**config.mk**
```make
export PLATFORM = sky130hd
export DESIGN_NAME = dsp_top
export DESIGN_NICKNAME = d
export VERILOG_FILES = /design/src/rtl/dsp_top.sv
export SDC_FILE = /design/constraint.sdc
export NUM_CORES = 1
export LEC_CHECK = 0
export CORE_MARGIN = 2
export CORE_UTILIZATION = 33
export CTS_CLUSTER_DIAMETER = 50
export DETAILED_ROUTE_END_ITERATION = 6
export PLACE_DENSITY_LB_ADDON = 0.25
export SLEW_MARGIN = 0
export SYNTH_ARGS = -nofsm -noshare
export SYNTH_HDL_FRONTEND = slang
export SYNTH_SLANG_ARGS = --single-unit
```
**constraint.sdc**
```tcl
create_clock -name clk -period 14.9 [get_ports clk]
set_input_delay 2.235 -clock clk [delete_from_list [all_inputs] [get_ports clk]]
set_output_delay 2.235 -clock clk [all_outputs]
set_load 0.005 [all_outputs]
```
**src/rtl/dsp_top.sv**
```systemverilog
// Sequenced signed multiply / shift / accumulate unit built around one (W/2+1)-bit
// signed multiplier core, iterated over operand halves, with optional output delay.
module dsp_top #(
    parameter int WIDTH            = 16,
    parameter int PPM_TYPE         = 0,
    parameter int SHIFT_BITS       = 2,
    parameter int PIPE_STAGE_WIDTH = 2,
    parameter int PIPELINE_BITS    = 2
) (
    input  logic                        clk,
    input  logic                        rst,
    input  logic                        start,
    input  logic [1:0]                  mode,
    input  logic [WIDTH-1:0]            aa,
    input  logic [WIDTH-1:0]            bb,
    input  logic [2*WIDTH-1:0]          cc,
    input  logic                        mac,
    input  logic [SHIFT_BITS-1:0]       shift_amount,
    input  logic                        shift_dir,
    input  logic [PIPE_STAGE_WIDTH-1:0] pipe_stages,
    output logic [2*WIDTH-1:0]          out,
    output logic                        valid
);

    localparam int W    = WIDTH;
    localparam int H    = W / 2;
    localparam int C    = H + 1;
    localparam int CP   = 2 * C;
    localparam int NB   = C / 2 + 1;
    localparam int MAXP = (1 << PIPELINE_BITS) - 1;

    // Modified Baugh-Wooley: sign-row/column cross terms inverted, fixed ones at C and 2C-1.
    function automatic logic signed [CP-1:0] f_mul_bw(input logic signed [C-1:0] a,
                                                      input logic signed [C-1:0] b);
        logic [CP-1:0] acc;
        logic [CP-1:0] row;
        logic          pbit;
        acc        = '0;
        acc[C]     = 1'b1;
        acc[CP-1]  = 1'b1;
        for (int i = 0; i < C; i++) begin
            row = '0;
            for (int j = 0; j < C; j++) begin
                pbit = a[j] & b[i];
                if ((i == C - 1) != (j == C - 1))
                    pbit = ~pbit;
                row[j] = pbit;
            end
            acc = acc + (row << i);
        end
        return acc;
    endfunction

    function automatic logic signed [CP-1:0] f_mul_booth(input logic signed [C-1:0] a,
                                                         input logic signed [C-1:0] b);
        logic        [2*NB:0] bx;
        logic signed [CP-1:0] ae;
        logic signed [CP-1:0] pp;
        logic signed [CP-1:0] acc;
        bx  = {{(2*NB-C){b[C-1]}}, b, 1'b0};
        ae  = {{(CP-C){a[C-1]}}, a};
        acc = '0;
        for (int k = 0; k < NB; k++) begin
            case (bx[2*k+2 -: 3])
                3'b001, 3'b010: pp = ae;
                3'b011:         pp = ae <<< 1;
                3'b100:         pp = -(ae <<< 1);
                3'b101, 3'b110: pp = -ae;
                default:        pp = '0;
            endcase
            acc = acc + (pp << (2 * k));
        end
        return acc;
    endfunction

    typedef enum logic [1:0] {S_IDLE, S_MUL, S_PIPE} state_t;

    state_t                     r_state;
    logic [W-1:0]               r_aa;
    logic [W-1:0]               r_bb;
    logic [2*W-1:0]             r_cc;
    logic [1:0]                 r_mode;
    logic                       r_mac;
    logic [SHIFT_BITS-1:0]      r_sh;
    logic                       r_dir;
    logic [PIPELINE_BITS-1:0]   r_ps;
    logic [PIPELINE_BITS-1:0]   r_dly;
    logic [1:0]                 r_pass;
    logic [1:0]                 r_last;
    logic [2*W-1:0]             r_acc;
    logic [2*W-1:0]             r_res;

    logic signed [C-1:0]        w_a;
    logic signed [C-1:0]        w_b;
    logic [1:0]                 w_tsh;
    logic signed [CP-1:0]       w_core;
    logic [2*W-1:0]             w_term_ext;
    logic [2*W-1:0]             w_term;
    logic [2*W-1:0]             w_prod;
    logic [2*W-1:0]             w_s;
    logic [2*W-1:0]             w_r;
    logic [PIPELINE_BITS-1:0]   w_ps_eff;
    logic [1:0]                 w_last;
    logic                       w_done;
    logic                       w_accept;
    int                         w_ps_int;

    // Operand halves: lo halves are unsigned (zero-extended), hi halves carry the sign.
    always_comb begin
        w_a   = r_aa[H:0];
        w_b   = r_bb[H:0];
        w_tsh = 2'd0;
        case (r_mode)
            2'd0: ;
            2'd1: begin
                if (r_pass == 2'd0) begin
                    w_b = {1'b0, r_bb[H-1:0]};
                end else begin
                    w_b   = {r_bb[W-1], r_bb[W-1:H]};
                    w_tsh = 2'd1;
                end
            end
            default: begin
                case (r_pass)
                    2'd0: begin
                        w_a = {1'b0, r_aa[H-1:0]};
                        w_b = {1'b0, r_bb[H-1:0]};
                    end
                    2'd1: begin
                        w_a   = {1'b0, r_aa[H-1:0]};
                        w_b   = {r_bb[W-1], r_bb[W-1:H]};
                        w_tsh = 2'd1;
                    end
                    2'd2: begin
                        w_a   = {r_aa[W-1], r_aa[W-1:H]};
                        w_b   = {1'b0, r_bb[H-1:0]};
                        w_tsh = 2'd1;
                    end
                    default: begin
                        w_a   = {r_aa[W-1], r_aa[W-1:H]};
                        w_b   = {r_bb[W-1], r_bb[W-1:H]};
                        w_tsh = 2'd2;
                    end
                endcase
            end
        endcase
    end

    generate
        if (PPM_TYPE == 1) begin : g_booth
            assign w_core = f_mul_booth(w_a, w_b);
        end else begin : g_bw
            assign w_core = f_mul_bw(w_a, w_b);
        end
    endgenerate

    assign w_term_ext = {{(2*W-CP){w_core[CP-1]}}, w_core};

    always_comb begin
        case (w_tsh)
            2'd1:    w_term = w_term_ext << H;
            2'd2:    w_term = w_term_ext << W;
            default: w_term = w_term_ext;
        endcase
    end

    assign w_prod = r_acc + w_term;

    always_comb begin
        if (r_dir)
            w_s = $unsigned($signed(w_prod) >>> r_sh);
        else
            w_s = w_prod << r_sh;
    end

    assign w_r = w_s + (r_mac ? out : r_cc);

    always_comb begin
        w_ps_int = int'(pipe_stages);
        if (w_ps_int > MAXP)
            w_ps_int = MAXP;
        w_ps_eff = PIPELINE_BITS'(w_ps_int);
    end

    always_comb begin
        case (mode)
            2'd0:    w_last = 2'd0;
            2'd1:    w_last = 2'd1;
            default: w_last = 2'd3;
        endcase
    end

    // A new request is taken on the same edge that retires the current result.
    assign w_done = ((r_state == S_MUL) && (r_pass == r_last) && (r_ps == '0)) ||
                    ((r_state == S_PIPE) && (r_dly == PIPELINE_BITS'(1)));
    assign w_accept = start && ((r_state == S_IDLE) || w_done);

    always_ff @(posedge clk or posedge rst) begin
        if (rst) begin
            r_state <= S_IDLE;
            r_aa    <= '0;
            r_bb    <= '0;
            r_cc    <= '0;
            r_mode  <= '0;
            r_mac   <= 1'b0;
            r_sh    <= '0;
            r_dir   <= 1'b0;
            r_ps    <= '0;
            r_dly   <= '0;
            r_pass  <= '0;
            r_last  <= '0;
            r_acc   <= '0;
            r_res   <= '0;
            out     <= '0;
            valid   <= 1'b0;
        end else begin
            valid <= 1'b0;
            case (r_state)
                S_MUL: begin
                    if (r_pass == r_last) begin
                        if (r_ps == '0) begin
                            out     <= w_r;
                            valid   <= 1'b1;
                            r_state <= S_IDLE;
                        end else begin
                            r_res   <= w_r;
                            r_dly   <= r_ps;
                            r_state <= S_PIPE;
                        end
                    end else begin
                        r_acc  <= w_prod;
                        r_pass <= r_pass + 2'd1;
                    end
                end
                S_PIPE: begin
                    if (r_dly == PIPELINE_BITS'(1)) begin
                        out     <= r_res;
                        valid   <= 1'b1;
                        r_state <= S_IDLE;
                    end else begin
                        r_dly <= r_dly - PIPELINE_BITS'(1);
                    end
                end
                default: r_state <= S_IDLE;
            endcase
            if (w_accept) begin
                r_aa    <= aa;
                r_bb    <= bb;
                r_cc    <= cc;
                r_mode  <= mode;
                r_mac   <= mac;
                r_sh    <= shift_amount;
                r_dir   <= shift_dir;
                r_ps    <= w_ps_eff;
                r_last  <= w_last;
                r_pass  <= 2'd0;
                r_acc   <= '0;
                r_state <= S_MUL;
            end
        end
    end

endmodule

```
==> flow_metrics.tcl, run 1 <==
set metrics [dict create \
    whs_endpoint "r_cc[6]" \
    regArea_um2 4430 \
    globalRouteTotalUtil 0.178 \
    max-slew-margin-rel 0.256 \
    holdPathStages 2 \
    yosysTopAreaCellShare 0.289 \
    drtPass1Iterations 5 \
    cts_buffer_depth 2 \
    yosys.area_share.simple 0.213 \
    layout-drive-gt1-share 0.0812 \
    grt_pass1_vias 13000 \
    rsz0062_at_grt "false" \
    endpoint_kind "register" \
    syn_area_um2 15300 \
    grt_max_degree 111 \
    period_minus_slack_ps 12350 \
    worstRegToRegCells 43 \
    syn_inst 1882 \
    final_cells 2546 \
    crit_path_start_kind "register" \
    r2r-end "out[30]" \
    multiInputGateArea_um2 10200 \
    port_buffers 107 \
    ioPinCount 108 \
    min_path_type "reg -> reg" \
    overflow 0 \
    drc 0 \
    drt-total-wl_um 41500 \
    clk-insertion-delay-late_ps 460 \
    ys_types 76 \
    outcome "completed" \
    dp_cells 2514 \
    start_util 0.336 \
    pre_cts_ws_ps 2640 \
    tightest_slew_ps 1080 \
    synthFlopType "dfrtp_1" \
    hold_start "r_cc[6]" \
    final.fill_count 4680 \
    syn_area_per_cell_um2 8.13 \
    fp.dieArea_um2 48100 \
    die_h_um 219 \
    cts_tree "built" \
    clk_pin_slew_ps 80 \
    cp_slowest_cell "o311ai_0" \
    r2r-start "r_pass[0]" \
    synth_mux_area_frac 0.0710 \
    rows 78 \
    diodes 0 \
    cts_hold_buffers 0 \
    initialDrtViolationCount 958 \
    ys_ff_latch 177 \
    hold_viol_final 0 \
    cts-root-buf "clkbuf_16" \
    synth-warning-count 0 \
    finClkSkew_ps 14.7 \
    synth_top_family_by_area "simple AND/OR/NAND/NOR gates" \
    core_area_um2 45600 \
    synth-edff-count 0 \
    slowest_delay_ps 790 \
    ant_nets 0 \
    synth-compound-area-share 0.182 \
    die_w_um 219 \
    synthesis.nets 2119 \
    cp_data_arrival_time_ps 12750 \
    synth_fa_ha_area_frac 0.158 \
    worstSetupPathType "reg -> reg" \
    wl_per_cell_um 16.3 \
    final_cell_mix "nand2_1 (487), dfrtp_1 (175), a21oi_1 (143), nor2_1 (135), ha_1 (108)" \
    maxSlewViolCount 0 \
    setup_ws_ps 2550 \
    synthTopCellsByArea "dfrtp_1 (29%), nand2_1 (12%), ha_1 (8.9%), fa_1 (6.9%), a21oi_1 (4.7%)" \
    grt_pass1_wl_um 68400 \
    antenna_found_initial 0 \
    synthToLayoutAreaGrowth_pct 14.8 \
    vias 13100 \
    cts_setup_buffers 0 \
    ys_seq_area_frac 0.289 \
    drv_cap 0 \
    h-tree-depth 4 \
    cp_common_cell "nand2_1" \
    cp.required_ps 15290 \
    synthArstFlopShare 1.00 \
    cts_made_buffers 17 \
    synth_top_cell_by_area "dfrtp_1" \
    fmax_mhz 81.0 \
    drt-vias-per-instance 5.16 \
    cts_sinks 177 \
    nets 2170 \
    cts_resized 0 \
    report.final.setup_viol 0 \
    setup_tns_ps 0 \
    period_share 0.829 \
    cp_max_fo 16 \
    hpwl_um 31300 \
    layout_commonest_cell "nand2_1" \
    gp_congestion 0.872 \
    rrSetupSlack_ps 2550 \
    synth-xor-area-share 0.0410 \
]
per-layer routing:
layer	up-vias	global-route usage	wire length [um]
met5	-	0	0
met3	32	0.0267	1590
met1	6272	0.247	20000
met4	0	0.0417	521
met2	280	0.290	19400
li1	6551	-	-
stage by stage:
stage / utilization / hold WS [ps] / area [um^2]
after floorplan: - / 442 / 15300
after global placement: 0.372 / 459 / 16900
after detailed placement: 0.372 / 460 / 16900
after CTS: 0.385 / 479 / 17600
after global routing: 0.385 / 498 / 17600
final: 0.385 / 474 / 17600
worst max path at each step:
| stage | startpoint | to | slack, ps | cells past startpoint |
|---|---|---|---|---|
| 3_3_place_gp | r_pass[0] | out[29] | 2930 | 41 |
| 4_1_cts | r_pass[0] | out[30] | 2600 | 43 |
| 5_1_grt | r_pass[0] | out[29] | 1570 | 41 |
| 3_5_place_dp | r_pass[0] | out[30] | 2640 | 43 |
| 2_1_floorplan | r_pass[0] | out[30] | 4020 | 45 |
| 6_report | r_pass[0] | out[30] | 2550 | 43 |
final cells by class:
type	count	area share
inverters	96	0.0209
multi-input cells	1521	0.582
clock inverters	14	0.0108
well taps	600	0.0427
flip-flops and latches	177	0.252
clock buffers	18	0.0250
repair buffers	120	0.0665
registers in the layout, summed over array words and instances, names as in the netlist:
signal	flops
r_dly	2
r_state	2
r_mode	2
r_ps	2
r_last	2
r_sh	2
r_dir	1
r_res	32
out	32
r_cc	32
r_pass	2
r_acc	32
r_bb	16
r_mac	1
r_aa	16
valid	1
logic make-up after synthesis:
kind of cell | Yosys count
AO/OA/AOI/OAI | 432
adder cells (fa/ha/maj) | 162
AND/OR/NAND/NOR | 769
buffers and inverters | 184
flip-flops | 177
multiplexers | 90
XOR/XNOR | 68
critical path: cells and delay by family (launching register included):
family / cells / cell delay [ps]
AOI/OAI and AO/OA: 16 / 3840
adders and majority gates: 8 / 3310
and+or+nand+nor: 12 / 3290
muxes: 2 / 1000
DFF: 1 / 420
buffers and inverters: 4 / 270
xor gates and xnor gates: 1 / 100
synth_stat cells, types with 23 or more instances:
cell type / instances
nand2_1: 487
dfrtp_1: 177
a21oi_1: 143
nor2_1: 136
ha_1: 109
o21ai_0: 105
inv_1: 96
clkbuf_1: 81
fa_1: 53
mux2_2: 49
xnor2_1: 42
a21o_1: 32
mux2i_1: 31
xor2_1: 24
nand3_1: 23
Power of run 1 is left out: the tool's default activity adds up to more than one toggle a clock period on the data nets, which glitch-free logic cannot reach.
==> run 2, diff against run 1 <==
==> constraint.sdc (replaced) <==
create_clock -name clk -period 9.9 [get_ports clk]
set_input_delay 1.485 -clock clk [delete_from_list [all_inputs] [get_ports clk]]
set_output_delay 1.485 -clock clk [all_outputs]
set_load 0.005 [all_outputs]
==> flow_metrics.tcl, run 2 (synthesis results as in run 1) <==
set metrics [dict create \
    antenna_found_initial 0 \
    tightest_slew_ps 1160 \
    drt-total-wl_um 46200 \
    globalRouteTotalUtil 0.194 \
    cp_max_fo 7 \
    layout_commonest_cell "nand2_1" \
    endpoint_kind "register" \
    port_buffers 107 \
    finClkSkew_ps 13.4 \
    die_h_um 219 \
    cts_hold_buffers 0 \
    use_met1 0.264 \
    setup_tns_ps -1360 \
    cts-root-buf "clkbuf_16" \
    cts_sinks 177 \
    fp.dieArea_um2 48100 \
    drtPass1Iterations 5 \
    slowest_delay_ps 540 \
    clk-insertion-delay-late_ps 460 \
    use_met3 0.0270 \
    nets 2419 \
    rsz0062_at_grt "true" \
    max-slew-margin-rel 0.224 \
    vias 14100 \
    crit_family "adder cells" \
    rows 78 \
    grt_busiest_layer "met2" \
    grt_pass1_vias 14000 \
    initialDrtViolationCount 853 \
    hold_viol_final 0 \
    clk_pin_slew_ps 80 \
    min_path_type "reg -> reg" \
    violations "negative setup slack" \
    diodes 0 \
    r2r-start "r_pass[0]" \
    layout-drive-gt1-share 0.244 \
    core_area_um2 45600 \
    wl_per_cell_um 16.5 \
    drc 0 \
    crit_path_start_kind "register" \
    hpwl_um 34700 \
    hold_start "r_cc[5]" \
    cp.required_ps 10270 \
    whs_endpoint "r_cc[5]" \
    h-tree-depth 4 \
    setup_ws_ps -203 \
    final_cell_mix "nand2_1 (481), buf_4 (247), dfrtp_1 (175), nor2_1 (126), a21oi_1 (119)" \
    cts_buffer_depth 2 \
    rrSetupSlack_ps -200 \
    met2_usage 0.318 \
    report.final.setup_viol 10 \
    worstRegToRegCells 43 \
    ioPinCount 108 \
    ant_nets 0 \
    outcome "complete, but fails checks" \
    synthToLayoutAreaGrowth_pct 33.3 \
    cp_data_arrival_time_ps 10470 \
    overflow 0 \
    gp_congestion 0.899 \
    cts_tree "built" \
    fmax_mhz 99.0 \
    r2r-end "out[31]" \
    critPathBufInv 7 \
    cp_slowest_cell "or4_4" \
    start_util 0.336 \
    period_share 1.02 \
    cts_made_buffers 17 \
    period_minus_slack_ps 10100 \
    die_w_um 219 \
    maxSlewViolCount 0 \
    drv_cap 0 \
    worstSetupPathType "reg -> reg" \
    drt-vias-per-instance 5.06 \
    holdPathStages 2 \
    grt_max_degree 116 \
    grt_pass1_wl_um 74200 \
]
run 2: cell count changes in the layout (fill, tap and decap cells not counted), moves of 12 or more:
cell	delta
ha_1	-23
buf_6	+12
ha_4	+20
a21oi_2	+19
o21ai_0	-16
buf_4	+234
o21ai_1	+12
mux2i_1	-13
a21oi_1	-24
run 2: per-stage QoR:
step                       util  cell area [um^2]  hold slack (ps)  std cells  setup slack [ps]
after CTS                 0.433             19800              477       2777              -109
after global placement    0.408             18600              459       2719              -390
after global routing      0.448             20400              497       2795              -577
after detailed placement  0.408             18600              461       2719              -473
final                     0.448             20400              475       2795              -203
after floorplan               -             15500              442       1882             -7.98
run 2: metal layers:
metal | part of all wire | wire (um)
met5 | 0 | 0
met4 | 0.020 | 925
met3 | 0.036 | 1660
met2 | 0.47 | 21900
met1 | 0.47 | 21700
run 2: cell type report:
cell class | count | area [um^2]
fillers | 4459 | 25200
multi-input cells | 1521 | 11100
flip-flops and latches | 177 | 4430
repair buffers | 369 | 3120
well taps | 600 | 751
clock buffers | 18 | 439
inverters | 96 | 368
clock inverters | 14 | 139
run 2: how the worst max path moves through the flow:
| stage | to | slack (ps) | start | cells after the start |
|---|---|---|---|---|
| 6_report | out[31] | -200 | r_pass[0] | 43 |
| 5_1_grt | out[31] | -580 | r_pass[0] | 45 |
| 4_1_cts | out[31] | -110 | r_pass[0] | 45 |
| 3_5_place_dp | out[29] | -470 | r_pass[0] | 46 |
| 3_3_place_gp | out[29] | -390 | r_pass[0] | 45 |
| 2_1_floorplan | out[31] | -8 | r_pass[0] | 44 |
run 2: worst register-to-register path: cells and delay by family (launching register included):
family	cells	cell delay, ps
flip-flops	1	440
AO/OA/AOI/OAI	15	2590
AND/OR/NAND/NOR	8	1830
XOR/XNOR	3	760
multiplexers	2	730
adder cells (fa/ha/maj)	8	2860
buffers and inverters	7	800
run 2: timing repair:
action,4_1_cts,5_1_grt
endpoints found under the setup margin,20,30
buffers inserted,24,21
pin swaps,39,28
resized for setup,72,101
gates cloned,2,0
Power of run 2 is left out for the same reason.
==> run 3, diff against run 2 <==
--- a/config.mk
+++ b/config.mk
@@ -5,6 +5,7 @@
 export SDC_FILE = /design/constraint.sdc
 export NUM_CORES = 1
 export LEC_CHECK = 0
+export CAP_MARGIN = 20
 export CORE_MARGIN = 2
 export CORE_UTILIZATION = 33
 export CTS_CLUSTER_DIAMETER = 50
==> flow_metrics.tcl, run 3 (synthesis results as in run 1) <==
set metrics [dict create \
    hold_viol_final 0 \
    cts_made_buffers 17 \
    rrSetupSlack_ps -130 \
    cp_max_fo 7 \
    cts_buffer_depth 2 \
    h-tree-depth 4 \
    slowest_delay_ps 540 \
    worstSetupPathType "reg -> reg" \
    ant_nets 0 \
    outcome "complete, but fails checks" \
    ioPinCount 108 \
    overflow 0 \
    cts_hold_buffers 0 \
    port_buffers 107 \
    clk_pin_slew_ps 80 \
    drt-total-wl_um 46000 \
    r2r-start "r_pass[0]" \
    synthToLayoutAreaGrowth_pct 32.6 \
    drc 0 \
    clk-insertion-delay-late_ps 450 \
    report.final.setup_viol 8 \
    finClkSkew_ps 13.1 \
    cts-root-buf "clkbuf_16" \
    cts_tree "built" \
    max-slew-margin-rel 0.288 \
    final_cell_mix "nand2_1 (482), buf_4 (246), dfrtp_1 (175), nor2_1 (127), a21oi_1 (120)" \
    core_area_um2 45600 \
    diodes 0 \
    grt_max_degree 116 \
    drt-vias-per-instance 5.06 \
    cts_sinks 177 \
    maxSlewViolCount 0 \
    r2r-end "out[31]" \
    fin_hold_ws_ps 474 \
    tightest_slew_ps 1070 \
    initialDrtViolationCount 849 \
    globalRouteTotalUtil 0.194 \
    layout_commonest_cell "nand2_1" \
    cp_data_arrival_time_ps 10400 \
    cp_slowest_cell "or4_4" \
    crit_path_start_kind "register" \
    drv_cap 0 \
    period_minus_slack_ps 10030 \
    die_h_um 219 \
    hpwl_um 34700 \
    worstRegToRegCells 43 \
    grt_pass1_vias 14000 \
    endpoint_kind "register" \
    rsz0062_at_grt "true" \
    final.fill_count 4470 \
    period_share 1.01 \
    hold_start "r_cc[5]" \
    rows 78 \
    antenna_found_initial 0 \
    cp.required_ps 10260 \
    die_w_um 219 \
    layout-drive-gt1-share 0.240 \
    wl_per_cell_um 16.5 \
    whs_endpoint "r_cc[5]" \
    nets 2416 \
    fmax_mhz 99.7 \
    min_path_type "reg -> reg" \
    drtPass1Iterations 5 \
    gp_congestion 0.899 \
    grt_pass1_wl_um 74200 \
    vias 14100 \
    setup_ws_ps -134 \
    cp_common_cell "fa_1" \
    fp.dieArea_um2 48100 \
    holdPathStages 2 \
    violations "negative setup slack" \
    start_util 0.336 \
]
[run 3: layout make-up]
class,instances,area (um^2),area share
multi-input combinational,1521,11100,0.545
inverter,96,368,0.0181
sequential,177,4430,0.218
clock buffer,18,439,0.0216
tap,600,751,0.0370
clock inverter,14,139,0.00684
timing repair buffer,366,3110,0.153
[run 3: worst max path at each step]
stage | start | endpoint | slack [ps] | depth (start not counted)
2_1_floorplan | r_pass[0] | out[31] | -8 | 44
3_3_place_gp | r_pass[0] | out[29] | -390 | 45
3_5_place_dp | r_pass[0] | out[29] | -470 | 46
4_1_cts | r_pass[0] | out[31] | -110 | 45
5_1_grt | r_pass[1] | out[29] | -550 | 47
6_report | r_pass[0] | out[31] | -130 | 43
[run 3: timing repair]
item / 4_1_cts / 5_1_grt
resized for setup: 72 / 85
pin swaps: 39 / 26
gates cloned: 2 / 0
setup buffers: 24 / 16
endpoints found under the setup margin: 20 / 30
[run 3: critical path, delay by kind of cell, from the launching register on]
kind / cells / cell delay (ps)
flip-flops: 1 / 390
AO/OA/AOI/OAI: 15 / 2540
XOR/XNOR: 3 / 760
buffers and inverters: 7 / 740
multiplexers: 2 / 730
AND/OR/NAND/NOR: 8 / 1830
adder cells (fa/ha/maj): 8 / 2930
[run 3: metrics by stage]
step	worst slack, ps	utilization	setup TNS, ps	cell area [um^2]	std cells
after floorplan	-7.98	-	-14.3	15500	1882
after global placement	-390	0.408	-3220	18600	2719
after detailed placement	-473	0.408	-4670	18600	2719
after CTS	-109	0.433	-321	19800	2777
after global routing	-552	0.446	-6300	20300	2792
final	-134	0.446	-480	20300	2792
[run 3: routing by layer]
metal / share of wire / track usage
met2: 0.47 / 0.318
met4: 0.020 / 0.0583
met1: 0.47 / 0.264
met3: 0.036 / 0.0270
met5: 0 / 0
Power of run 3 is left out for the same reason.
==> edit 1 (flow settings as in run 3) <==
Set the parameter `PPM_TYPE` to 1 (it was 0).
--- a/src/rtl/dsp_top.sv
+++ b/src/rtl/dsp_top.sv
@@ -3,5 +3,5 @@
 module dsp_top #(
     parameter int WIDTH            = 16,
-    parameter int PPM_TYPE         = 0,
+    parameter int PPM_TYPE         = 1,
     parameter int SHIFT_BITS       = 2,
     parameter int PIPE_STAGE_WIDTH = 2,
Check against the original RTL: not settled (the Yosys comparison gave no result); the edit may change what the design does.
==> edit 1 against run 3 <==
The run still ends with setup timing left. Critical path type unchanged. Via count up 7.8%. First-iteration DRC count increased by 8.4%. Fmax down 1.2%. Count of clock-buffer cells in the layout up 4. Synthesized area up 3.7%. Cell count grew 4.3%. Sequential cell count unchanged. Design area increased by 10%. Worst setup slack got worse by 0.12 ns. Wire length rose by 10%. Critical endpoint unchanged.
Power is left out: the tool's default activity adds up to more than one toggle a clock period on the data nets, which glitch-free logic cannot reach.
==> edit 1: results (changes against run 3) <==
Logic synthesis
  • Multiplexer area fraction after synthesis: 14.3% (was 7.10%)
  • Post-synthesis adder-cell area fraction: 12.3% (was 15.8%)
  • Post-Syn Nets: 2072 (was 2119)
  • Sequential element share of the synthesized area: 27.9% (was 28.9%)
  • Synth Area in Compound Gates: 19.8% (was 18.2%)
  • Most frequent cells after synthesis: 290 x nand2_1, 177 x dfrtp_1, 160 x a21oi_1, 146 x nor2_1, 129 x o21ai_0 (was 487 x nand2_1, 177 x dfrtp_1, 143 x a21oi_1, 136 x nor2_1, 109 x ha_1)
  • Synth top area cells: dfrtp_1 28%, mux2_2 8.9%, ha_1 7.7%, nand2_1 6.9%, a21oi_1 5.0% (was dfrtp_1 29%, nand2_1 12%, ha_1 8.9%, fa_1 6.9%, a21oi_1 4.7%)

Global routing
  • First-pass GRT wire length: 80500 µm (was 74200 µm)
  • Grt met1 use: 27.0% (was 26.4%)
  • Largest net degree at the start of global routing: 71 (was 116)
  • Vias in the first global route: 14900 (was 14000)

Critical path
  • WP data arrival: 10.51 ns (was 10.40 ns)
  • Slowest cell on the critical path: fa_1 (was or4_4)

STA
  • Setup violators final: 15 (was 8)
  • Setup ws final: -0.258 ns (was -0.134 ns)
  • Setup_tns: -1.93 ns (was -0.480 ns)
  • Hold Slack: 0.483 ns (was 0.474 ns)

Placed design
  • Gpl congestion: 0.937 (was 0.899)
  • Final HPWL DP: 39100 µm (was 34700 µm)
  • Setup WS pre-CTS: -0.621 ns (was -0.473 ns)

Route
  • Vias/cell: 5.23 (was 5.06)
  • Met2 WL: 24600 µm (was 21800 µm)

Layout
  • Register area: 4430 µm² (about the same)
  • Non-filler cells, final: 2913 (was 2792)
  • Fillers: 4525 (was 4470)
  • Layout cell share with drive strength beyond 1: 34.5% (was 24.0%)

Clock network
  • Skew-Pair Late Insertion Delay: 0.47 ns (was 0.45 ns)

Run status
  • Status: complete, but fails checks (unchanged)
  • Failing checks: setup timing (unchanged)
## edit 1: path summary, 6_finish.rpt
check,cells past startpoint,end,from
max,49,out[31],r_pass[0]
min,2,r_res[22],r_res[22]
max reg2reg,49,out[31],r_pass[0]
min reg2reg,2,r_res[22],r_res[22]
max in group asynchronous,3,r_sh[0],rst
min in group asynchronous,2,r_dly[0],rst
## edit 1: final cells by class
| class | count | area share (%) |
|---|---|---|
| multi-input cells | 1501 | 54.1 |
| flip-flops and latches | 177 | 19.8 |
| repair buffers | 510 | 18.8 |
| well taps | 615 | 3.44 |
| clock buffers | 22 | 2.12 |
| inverters | 78 | 1.33 |
| clock inverters | 10 | 0.447 |
## edit 1: critical path, delay by kind of cell (launching register included)
family / cells / cell delay, ns
buffers and inverters: 5 / 0.44
DFF: 1 / 0.39
muxes: 1 / 0.49
and+or+nand+nor: 13 / 2.03
AOI/OAI and AO/OA: 20 / 3.75
adders and majority gates: 7 / 2.47
xor gates and xnor gates: 3 / 0.46
==> edit 2 (flow settings as in run 3) <==
Without the edit above. Register the input `cc` before use. The logic sees it one clock later. The other inputs are not delayed to match.
--- a/src/rtl/dsp_top.sv
+++ b/src/rtl/dsp_top.sv
@@ -29,4 +29,10 @@
     localparam int NB   = C / 2 + 1;
     localparam int MAXP = (1 << PIPELINE_BITS) - 1;
+
+    logic [2*WIDTH-1:0] cc_q;
+
+    always_ff @(posedge clk) begin
+        cc_q <= cc;
+    end
 
     // Modified Baugh-Wooley: sign-row/column cross terms inverted, fixed ones at C and 2C-1.
@@ -247,5 +253,5 @@
                 r_aa    <= aa;
                 r_bb    <= bb;
-                r_cc    <= cc;
+                r_cc    <= cc_q;
                 r_mode  <= mode;
                 r_mac   <= mac;
Behaviour: not the same (a bounded check fails within 4 cycles, from zero or initial values and one cycle with rst high).
==> edit 2 against run 3 <==
The flow still finishes with violations (setup timing). Wire length increased by 5.2%. Hold slack got worse by 0.068 ns. Design area is 5.8% higher. Via count increased by 3.3%. Sequential share of layout area is 1.8 points higher. Worst setup slack gained 0.076 ns. Die area increased by 4.2%. Sequential cell count up 32. Synthesized area rose by 4.3%.
Power is not shown: default switching activity piles up to over one toggle a cycle in this logic, so the estimate is an artifact.
==> edit 2: results (changes against run 3) <==
Run status
  • Status: complete, but fails checks (unchanged)
  • Failing checks: setup timing (unchanged)

STA
  • Final clock skew: 0.0223 ns (was 0.0131 ns)
  • Setup ws final: -0.0575 ns (was -0.134 ns)
  • Setup violators final: 1 (was 8)
  • Hold Slack: 0.407 ns (was 0.474 ns)

Layout
  • Non-clk buf share: 14.6% (was 15.3%)
  • Layout clock area frac: 4.52% (was 2.85%)
  • Buffers excl. clock: 362 (was 366)
  • Register area: 5070 µm² (was 4430 µm²)
  • Nets: 2453 (was 2416)
  • Multi-input logic area: 11200 µm² (was 11100 µm²)
  • Layout cell share with drive strength beyond 1: 24.2% (was 24.0%)

Route
  • Starting DRC count in detailed routing: 732 (was 849)
  • Met3 WL post-DR: 1470 µm (was 1670 µm)

Clock network
  • CTS H-tree depth: 1 (was 4)
  • CTS sink count: 209 (was 177)
  • Skew-Pair Late Insertion Delay: 0.58 ns (was 0.45 ns)
  • Max Root-Sink Buffers: 3 (was 2)

Critical path
  • Slowest cell on the critical path: fa_2 (was or4_4)
  • Max incr delay on CP: 0.60 ns (was 0.54 ns)
  • Critical path peak fanout: 5 (was 7)
  • WP data arrival: 10.46 ns (was 10.40 ns)

Global routing
  • GR Util All Layers: 19.0% (was 19.4%)
  • First-pass GRT wire length: 77900 µm (was 74200 µm)
  • Vias in the first global route: 14900 (was 14000)

Placed design
  • Placed Cells: 2749 (was 2719)
  • Gpl congestion: 0.942 (was 0.899)

Logic synthesis
  • Synth top area cells: dfrtp_1 28%, nand2_1 11%, ha_1 8.5%, fa_1 6.6%, a21oi_1 4.3% (was dfrtp_1 29%, nand2_1 12%, ha_1 8.9%, fa_1 6.9%, a21oi_1 4.7%)
  • Ys async rst share: 84.7% (was 100%)
  • Most frequent cells after synthesis: 486 x nand2_1, 177 x dfrtp_1, 137 x a21oi_1, 131 x nor2_1, 109 x ha_1 (was 487 x nand2_1, 177 x dfrtp_1, 143 x a21oi_1, 136 x nor2_1, 109 x ha_1)
  • Syn_area_per_cell: 8.34 µm² (was 8.13 µm²)
## edit 2: kinds of logic after synthesis
family	share of synthesized area, %
DFF	31.8
xor gates and xnor gates	4.12
and+or+nand+nor	20.4
adders and majority gates	15.2
AOI/OAI and AO/OA	16.9
muxes	6.83
buffers and inverters	4.80
## edit 2: path summary, 6_finish.rpt
check,from,endpoint,depth (start not counted)
max,r_pass[0],out[31],45
min,cc_q[12],r_cc[12],2
max reg2reg,r_pass[0],out[31],45
min reg2reg,cc_q[12],r_cc[12],2
max in group asynchronous,rst,r_sh[0],4
min in group asynchronous,rst,out[27],2
## edit 2: worst max-delay path: cells and delay by family, from the launching register on
family	cells	cell delay (ns)
multiplexers	3	0.97
flip-flops	1	0.40
AO/OA/AOI/OAI	19	3.20
AND/OR/NAND/NOR	7	1.31
buffers and inverters	5	0.66
adder cells (fa/ha/maj)	8	2.79
XOR/XNOR	3	0.54
## edit 2: per-layer routing
metal  track usage, %  up-vias
met3             1.99       73
met2             33.1      266
met1             25.2     7093
met4             5.08        0
met5                0        -
li1                 -     7165
## edit 2: timing repair
item	CTS	global route
hold buffers	0	0
setup buffers	26	24
resized for setup	68	140
cloned	1	1
pin swaps	52	62
endpoints found under the setup margin	18	34
## edit 2: metrics by stage
| step | TNS [ns] | setup WS, ns | cell area, µm² |
|---|---|---|---|
| global route | -2.60 | -0.463 | 21500 |
| detailed placement | -3.34 | -0.349 | 19100 |
| floorplan | 0 | 0.0112 | 16000 |
| CTS | 0 | 0.00535 | 20600 |
| global placement | -0.577 | -0.165 | 19100 |
| finish | -0.0575 | -0.0575 | 21500 |
